==> src/rtl/grey_conv_axis_pipe.sv <==
`default_nettype none
// grey_conv_axis_pipe: 2-stage AXI4-Stream RGB-to-grey pipeline with per-frame output mode and frame counter.
// Build option GREY_ROUND_EN: round the luma sum half-up before the shift instead of truncating.
module grey_conv_axis_pipe #(
  parameter int DATA_W    = 8,
  parameter int COEF_FRAC = 8,
  parameter int COEF_R    = 77,
  parameter int COEF_G    = 150,
  parameter int COEF_B    = 29,
  parameter int FCNT_W    = 16
) (
  input  logic                axi_clk,
  input  logic                axi_resetn,
  input  logic [3*DATA_W-1:0] s_axis_tdata,
  input  logic [2:0]          s_axis_tkeep,
  input  logic                s_axis_tlast,
  input  logic                s_axis_tuser,
  input  logic                s_axis_tvalid,
  output logic                s_axis_tready,
  output logic [3*DATA_W-1:0] m_axis_tdata,
  output logic [2:0]          m_axis_tkeep,
  output logic                m_axis_tlast,
  output logic                m_axis_tuser,
  output logic                m_axis_tvalid,
  input  logic                m_axis_tready,
  input  logic [1:0]          mode,
  output logic [FCNT_W-1:0]   frame_cnt
);

  localparam int PW = DATA_W + COEF_FRAC + 1;
  localparam int SW = DATA_W + COEF_FRAC + 3;
  localparam int TW = 3 * DATA_W;
  localparam logic [SW-1:0] MAXV = SW'((1 << DATA_W) - 1);
`ifdef GREY_ROUND_EN
  localparam logic [SW-1:0] RND = SW'(1) << (COEF_FRAC - 1);
`else
  localparam logic [SW-1:0] RND = '0;
`endif

  logic              adv1, adv2, s_acc;
  logic              v1_q, v2_q, rdy_en_q;
  logic [1:0]        frame_mode_q, mode_eff_d, mode1_q;
  logic [PW-1:0]     prod_r_d, prod_g_d, prod_b_d;
  logic [PW-1:0]     prod_r_q, prod_g_q, prod_b_q;
  logic [TW-1:0]     pix1_q;
  logic [2:0]        keep1_q;
  logic              last1_q, user1_q;
  logic [SW-1:0]     sum_d, shr_d;
  logic [DATA_W-1:0] grey_d, inv_d;
  logic [TW-1:0]     tdata_d, tdata_q;
  logic [2:0]        keep_q;
  logic              last_q, user_q;
  logic [FCNT_W-1:0] fcnt_q;

  assign adv2          = ~v2_q | m_axis_tready;
  assign adv1          = ~v1_q | adv2;
  // Held low for the first cycle after reset release so no beat is taken while coming out of reset.
  assign s_axis_tready = adv1 & rdy_en_q;
  assign s_acc         = s_axis_tvalid & s_axis_tready;
  // The SOF beat already uses the newly requested mode; other beats follow the frame's mode.
  assign mode_eff_d    = s_axis_tuser ? mode : frame_mode_q;

  assign prod_r_d = PW'(s_axis_tdata[DATA_W-1:0])        * PW'(COEF_R);
  assign prod_g_d = PW'(s_axis_tdata[2*DATA_W-1:DATA_W]) * PW'(COEF_G);
  assign prod_b_d = PW'(s_axis_tdata[TW-1:2*DATA_W])     * PW'(COEF_B);

  always_comb begin
    sum_d   = SW'(prod_r_q) + SW'(prod_g_q) + SW'(prod_b_q) + RND;
    shr_d   = sum_d >> COEF_FRAC;
    grey_d  = (shr_d > MAXV) ? '1 : shr_d[DATA_W-1:0];
    inv_d   = ~grey_d;
    tdata_d = pix1_q;
    case (mode1_q)
      2'b00:   tdata_d = pix1_q;
      2'b01:   tdata_d = {grey_d, grey_d, grey_d};
      2'b10:   tdata_d = {{(2*DATA_W){1'b0}}, grey_d};
      default: tdata_d = {inv_d, inv_d, inv_d};
    endcase
  end

  always_ff @(posedge axi_clk or negedge axi_resetn) begin
    if (!axi_resetn) begin
      rdy_en_q     <= 1'b0;
      frame_mode_q <= 2'b00;
      v1_q         <= 1'b0;
      v2_q         <= 1'b0;
      prod_r_q     <= '0;
      prod_g_q     <= '0;
      prod_b_q     <= '0;
      pix1_q       <= '0;
      keep1_q      <= '0;
      last1_q      <= 1'b0;
      user1_q      <= 1'b0;
      mode1_q      <= 2'b00;
      tdata_q      <= '0;
      keep_q       <= '0;
      last_q       <= 1'b0;
      user_q       <= 1'b0;
      fcnt_q       <= '0;
    end else begin
      rdy_en_q <= 1'b1;
      if (s_acc && s_axis_tuser) frame_mode_q <= mode;
      if (adv1) begin
        v1_q     <= s_acc;
        prod_r_q <= prod_r_d;
        prod_g_q <= prod_g_d;
        prod_b_q <= prod_b_d;
        pix1_q   <= s_axis_tdata;
        keep1_q  <= s_axis_tkeep;
        last1_q  <= s_axis_tlast;
        user1_q  <= s_axis_tuser;
        mode1_q  <= mode_eff_d;
      end
      if (adv2) begin
        v2_q    <= v1_q;
        tdata_q <= tdata_d;
        keep_q  <= keep1_q;
        last_q  <= last1_q;
        user_q  <= user1_q;
      end
      if (v2_q && m_axis_tready && user_q) fcnt_q <= fcnt_q + FCNT_W'(1);
    end
  end

  assign m_axis_tvalid = v2_q;
  assign m_axis_tdata  = tdata_q;
  assign m_axis_tkeep  = keep_q;
  assign m_axis_tlast  = last_q;
  assign m_axis_tuser  = user_q;
  assign frame_cnt     = fcnt_q;

endmodule
`default_nettype wire

==> config.mk <==
export PLATFORM = sky130hd
export DESIGN_NAME = grey_conv_axis_pipe
export DESIGN_NICKNAME = d
export VERILOG_FILES = /design/src/rtl/grey_conv_axis_pipe.sv
export SDC_FILE = /design/constraint.sdc
export NUM_CORES = 1
export LEC_CHECK = 0
export BUFFER_PORTS_ARGS = -buffer_cell sky130_fd_sc_hd__clkbuf_2
export CAP_MARGIN = 20
export CORE_ASPECT_RATIO = 1.1
export CORE_MARGIN = 2
export CORE_UTILIZATION = 45
export DETAILED_ROUTE_END_ITERATION = 6
export GPL_TIMING_DRIVEN = 0
export PLACE_DENSITY_LB_ADDON = 0.12
export SYNTH_ARGS = -nofsm -noshare
export SYNTH_HDL_FRONTEND = slang
export SYNTH_SLANG_ARGS = --single-unit
export TNS_END_PERCENT = 5
==> constraint.sdc <==
create_clock -name axi_clk -period 3.95 [get_ports axi_clk]
set_input_delay 0.1975 -clock axi_clk [delete_from_list [all_inputs] [get_ports axi_clk]]
set_output_delay 0.1975 -clock axi_clk [all_outputs]
set_load 0.05 [all_outputs]
==> results of run 1 <==
[metal layers]
metal	vias to the layer above	wire length [um]	part of all wire
met5	-	0	0
met1	3130	9230	0.45
met2	119	9970	0.49
met4	0	499	0.025
met3	23	663	0.033
li1	3256	-	-
[worst reg2reg max path, stage by stage, from the launching register on]
cell,delay [ns]
dfrtp_1,0.40
fa_1,0.50
ha_1,0.34
a2111o_1,0.50
nor4_4,0.25
a2bb2oi_2,0.31
o221ai_1,0.28
nor2_1,0.31
o21ai_0,0.15
a31oi_1,0.22
[path summary, 6_finish.rpt]
check	endpoint	slack (ns)	cells past startpoint
setup / recovery	prod_g_q[14]	0.52	14
hold reg to reg	m_axis_tlast	0.47	2
min in group asynchronous	m_axis_tlast	0.28	2
max in group asynchronous	pix1_q[12]	2.98	3
hold / removal	frame_mode_q[1]	0.03	2
setup reg to reg	m_axis_tdata[1]	0.61	9
[repair_timing]
| action | CTS | global route |
|---|---|---|
| hold endpoints to repair | 52 | 0 |
| endpoints found under the setup margin | 0 | 1 |
| hold buffers | 5 | 0 |
| gates resized for setup | 0 | 1 |
[cell type report]
class	instances	area, um2
inverter	104	390
buffer	28	114
multi-input combinational	645	5000
timing repair buffer	87	492
sequential	119	2980
tap	243	304
clock buffer	19	453
fill	1727	8580
clock inverter	13	100
[flip-flops by register name, summed over array words and instances, names as in the netlist]
name           flops
keep1_q            3
prod_b_q          11
pix1_q            24
m_axis_tlast       1
m_axis_tkeep       3
prod_g_q          14
prod_r_q          13
user1_q            1
m_axis_tvalid      1
v1_q               1
last1_q            1
m_axis_tuser       1
frame_cnt         16
rdy_en_q           1
frame_mode_q       2
m_axis_tdata      24
mode1_q            2
[through the flow]
step,std cells,TNS (ns)
2_1_floorplan,896,0
6_report,1258,0
3_5_place_dp,1221,-0.0574
5_1_grt,1258,0
4_1_cts,1258,0
3_3_place_gp,1220,-0.0802
[cell families (layout without fill, tap and decap cells)]
group	count (synthesis)	count (layout)	share of synthesized area
simple gates	248	248	0.127
flops	119	119	0.351
buf+inv	132	251	0.0595
xor+xnor	48	48	0.0496
compound gates	188	188	0.144
mux	7	7	0.00929
fa+ha+maj	153	153	0.259
other cells	1	1	0.000442
[layout by cell type, fill, tap and decap left out, drive strengths merged, types with 5 or more instances in the layout]
cell	instances
nor3	17
a31oi	5
ha	115
o311ai	5
a21o	10
xor2	17
clkbuf	123
nor2	52
nand2b	5
a21boi	5
fa	38
o21a	7
dfrtp	119
nand2	133
o21bai	9
xnor2	31
dlygate4sd3	5
buf	6
clkinv	10
nand3	16
inv	105
o21ai	58
a21oi	52
[power by group through the flow]
stage	registers (mW)	clock network, mW	logic [mW]
floorplan	2.31	0	3.15
global placement	1.85	0	4.67
detailed placement	1.86	0	4.73
CTS	1.84	1.45	4.77
global route	1.88	1.50	5.29
finish	1.84	1.41	4.75
==> impl_metrics.tcl, run 1 <==
set metrics [dict create \
    path_cells "clkbuf_2 -> ha_1 -> ha_1 -> inv_1 -> fa_1 -> fa_1 -> inv_1 -> ha_1 -> a21oi_1 -> nor3_1 -> a2111oi_1 -> a21oi_1 -> xnor2_1 -> a21oi_1" \
    synth.distinct_cells 65 \
    hp-start "mode[1]" \
    grtUsageMet3 0.0398 \
    cp.required_ns 4.22 \
    async_flop_share 1.00 \
    crit_path_max_fanout 5 \
    syn_avg_cell_area_um2 9.46 \
    cts-buffers-inserted 17 \
    rsz0062_at_grt "false" \
    nNetsFinal 1190 \
    track_usage 0.216 \
    synth_area_leaders "dfrtp_1 (35%), ha_1 (17%), fa_1 (9.0%)" \
    drv_slew 0 \
    initial_core_util 0.461 \
    total_power_mw 8.01 \
    p_comb_frac 0.594 \
    crit_path_max_incr_delay_ns 0.58 \
    drtAntennaViolNets 0 \
    routabilityCongestion 0.898 \
    rows 52 \
    cp_slowest_cell "a2111oi_1" \
    worstMarginPinSlew_ns 0.722 \
    end_kind "register" \
    die_w_um 135 \
    syn_nets 1084 \
    boundaryPins 82 \
    hold_slack_ns 0.0316 \
    drc 0 \
    worstSetupPathType "primary input to register" \
    antenna_found_initial 0 \
    grt_max_degree 72 \
    fmax_mhz 291 \
    power.density_nw_per_um2 815 \
    floorplan.die.height_um 148 \
    dieArea_um2 20000 \
    crit_buf_inv 3 \
    drt_iter0_drc 318 \
    timing.final.crit_share 0.869 \
    finalHoldViolCount 0 \
    final_area_um2 9830 \
    layout-drive-gt1-share 0.129 \
    clock_path_buffers 2 \
    critPathLaunch "s_axis_tdata[12]" \
    vias 6528 \
    holdCritPathClass "primary input to register" \
    preCtsSetupSlack_ns -0.0574 \
    finalSetupViolCount 0 \
    postPlaceCellArea_um2 9230 \
    dr.pass1.iters 4 \
    relSlewSlack 0.511 \
    swShare 0.471 \
    root_buffer "clkbuf_16" \
    grt_pass1_vias 6464 \
    timing.final.ws_setup_ns 0.517 \
    vias_per_cell 5.19 \
    intPower_mw 4.24 \
    core_area_um2 18400 \
    hpwl_mm 16.2 \
    min_period_ns 3.43 \
    status "completed" \
    wire_per_inst_um 16.2 \
    clock_latency_ns 0.41 \
    synth-edff-count 0 \
    ir_drop_v 0.000537 \
    synth_top_area_share 0.351 \
    cts.clk_slew.worst_paths_ns 0.06 \
    ys_warn_count 0 \
    synthMostInstantiatedCell "nand2_1" \
    synth_seq_cells 119 \
    area_growth_pct 15.9 \
    routed_wirelength_mm 20.4 \
    cap_violations 0 \
    timing.critical_path.max_delay_family "adder cells" \
    final_core_util 0.534 \
    cellLeakagePower_nw 4.96 \
    post_cts_buffers 0 \
    start_kind "primary input" \
    met1_usage 0.275 \
    cts-htree-levels 4 \
    netlist_area_um2 8480 \
    yosysSeqAreaShare 0.351 \
    worstPathArrival_ns 3.70 \
    pwr-share-seq 0.230 \
    netlist_instances 896 \
    cts_tree "built" \
    yosys-top-cells-count "nand2_1 (132), dfrtp_1 (119), ha_1 (115), inv_1 (104), o21ai_0 (53)" \
    grt_pass1_wl_mm 33.2 \
    ys.flop_type "dfrtp_1" \
    power_frac_clock 0.177 \
    r2r-start "prod_r_q[5]" \
    fin_skew_ns 0.00804 \
    grt.overflow.total 0 \
    yosys.area.top_type "dfrtp_1" \
    io_buffers 81 \
    clock_sinks 119 \
    busiest_layer "met2" \
    n_antenna_cell 0 \
    p_switching_mw 3.77 \
    use_met2 0.366 \
]
Note: power is estimated with default switching activity, not from simulation.
==> run 2: changes to the inputs <==
--- a/config.mk
+++ b/config.mk
@@ -12,7 +12,9 @@
 export CORE_UTILIZATION = 45
 export DETAILED_ROUTE_END_ITERATION = 6
 export GPL_TIMING_DRIVEN = 0
-export PLACE_DENSITY_LB_ADDON = 0.12
+export MAX_ROUTING_LAYER = met4
+export PLACE_DENSITY = 0.6
+export SETUP_SLACK_MARGIN = 0.4
 export SYNTH_ARGS = -nofsm -noshare
 export SYNTH_HDL_FRONTEND = slang
 export SYNTH_SLANG_ARGS = --single-unit
==> run 2 against run 1 <==
- total power grew 1.6%
- first-iteration DRC count grew 19%
- wire length fell by 0.54%
- critical endpoint is now m_axis_tdata[12]
- largest power group unchanged
- design area is 0.37% higher
- die area did not move
- flip-flop and latch count stayed put
- clock power grew 9%
- maximum frequency is 0.46% higher
- utilization is 0.20 points higher
- global-route usage rose by 1.1 points
- via count about the same
==> impl_metrics.tcl, run 2 (synthesized netlist as in run 1, its figures left out) <==
set metrics [dict create \
    drtAntennaViolNets 0 \
    root_buffer "clkbuf_16" \
    floorplan.die.height_um 148 \
    finalHoldViolCount 0 \
    boundaryPins 82 \
    start_kind "register" \
    finalSetupViolCount 0 \
    drt_iter0_drc 379 \
    rows 52 \
    ir_drop_v 0.000452 \
    worstHoldEndpoint "v1_q" \
    area_growth_pct 16.3 \
    crit_buf_inv 0 \
    cts_tree "built" \
    vias_per_cell 5.19 \
    dieArea_um2 20000 \
    finalSetupTns_ns 0 \
    drc 0 \
    clock_path_buffers 2 \
    n_antenna_cell 0 \
    cts.clk_slew.worst_paths_ns 0.05 \
    preCtsSetupSlack_ns -0.0727 \
    hpwl_mm 16.0 \
    worstMarginPinSlew_ns 0.794 \
    holdCritPathClass "primary input to register" \
    nNetsFinal 1190 \
    worstSetupPathType "register to register" \
    antenna_found_initial 0 \
    track_usage 0.226 \
    crit_cells 10 \
    cts-buffers-inserted 17 \
    wire_per_inst_um 16.1 \
    cp_slowest_cell "o31ai_1" \
    fin_skew_ns 0.0155 \
    routabilityCongestion 0.885 \
    crit_path_max_fanout 5 \
    end_kind "register" \
    timing.final.ws_setup_ns 0.533 \
    grt.overflow.total 0 \
    dr.pass1.iters 5 \
    grt_pass1_vias 6824 \
    cap_violations 0 \
    core_area_um2 18400 \
    hold_slack_ns 0.0198 \
    min_period_ns 3.42 \
    final_common_cell "nand2_1" \
    total_power_mw 8.14 \
    worstPathArrival_ns 3.72 \
    r2r_slack_ns 0.53 \
    clock_latency_ns 0.43 \
    initial_core_util 0.461 \
    routed_wirelength_mm 20.3 \
    r2r-start "prod_r_q[6]" \
    r2r-end "m_axis_tdata[12]" \
    cp.required_ns 4.25 \
    rsz0062_at_grt "true" \
    clock_sinks 119 \
    relSlewSlack 0.462 \
    grt_pass1_wl_mm 34.1 \
    status "completed" \
    grt_max_degree 72 \
    timing.critical_path.max_delay_family "compound AO/OA/AOI/OAI gates" \
    hp-start "s_axis_tvalid" \
    post_cts_buffers 0 \
    fmax_mhz 293 \
    die_w_um 135 \
    vias 6525 \
    drv_slew 0 \
    power.density_nw_per_um2 825 \
    cts-htree-levels 4 \
    path_cells "fa_1 -> ha_1 -> o21ai_0 -> nand2b_1 -> o31ai_1 -> a2bb2oi_2 -> nor2b_1 -> o21ai_2 -> mux2_4 -> a221o_1" \
    timing.final.crit_share 0.865 \
    layout-drive-gt1-share 0.128 \
    crit_path_max_incr_delay_ns 0.49 \
    io_buffers 81 \
    final_cell_mix "nand2_1 (132), dfrtp_1 (119), ha_1 (115)" \
    cellLeakagePower_nw 4.97 \
    min_path_cells 3 \
    ff2ff_path_depth 10 \
]
-- run 2: power by group --
group	leakage, nW	switching (mW)	internal (mW)
Clock	0.279	0.568	0.960
Combinational	3.25	2.94	1.82
Sequential	1.44	0.265	1.58
Total	4.97	3.77	4.36
-- run 2: repair_timing --
action | CTS | global route
cloned | 0 | 0
endpoints found under the setup margin | 1 | 5
resized for setup | 1 | 1
hold endpoints to repair | 52 | 0
hold buffers | 5 | 0
-- run 2: per-stage QoR --
| stage | utilization | instances | instance area, um2 |
|---|---|---|---|
| after floorplan | - | 896 | 8480 |
| final | 0.536 | 1258 | 9870 |
| after global placement | 0.499 | 1220 | 9190 |
| after detailed placement | 0.501 | 1221 | 9230 |
| after CTS | 0.536 | 1258 | 9860 |
| after global routing | 0.536 | 1258 | 9870 |
-- run 2: worst max-delay path by stage --
stage | from | to | slack [ns]
2_1_floorplan | s_axis_tdata[11] | prod_g_q[14] | 0.54
3_3_place_gp | s_axis_tdata[11] | prod_g_q[14] | -0.03
6_report | prod_r_q[6] | m_axis_tdata[12] | 0.53
4_1_cts | s_axis_tdata[11] | prod_g_q[14] | 0.51
5_1_grt | prod_r_q[6] | m_axis_tdata[10] | 0.33
3_5_place_dp | s_axis_tdata[11] | prod_g_q[14] | -0.07
-- run 2: worst register-to-register path: cells and delay by family, from the launching register on --
kind | cells | cell delay [ns]
mux | 1 | 0.34
simple gates | 2 | 0.28
flops | 1 | 0.40
compound gates | 5 | 1.49
fa+ha+maj | 2 | 0.78
-- run 2: final cells by class --
cell class	count	area (um2)
Tap cell	243	304
Multi-Input combinational cell	645	5000
Clock inverter	11	124
Sequential cell	119	2980
Fill cell	1720	8550
Timing Repair Buffer	87	492
Inverter	104	390
Clock buffer	21	460
Buffer	28	114
-- run 2: per-layer routing --
metal / track usage / wire (um)
met3: 0.0336 / 724
met5: - / 0
met2: 0.378 / 9880
met4: 0.0758 / 462
met1: 0.282 / 9190
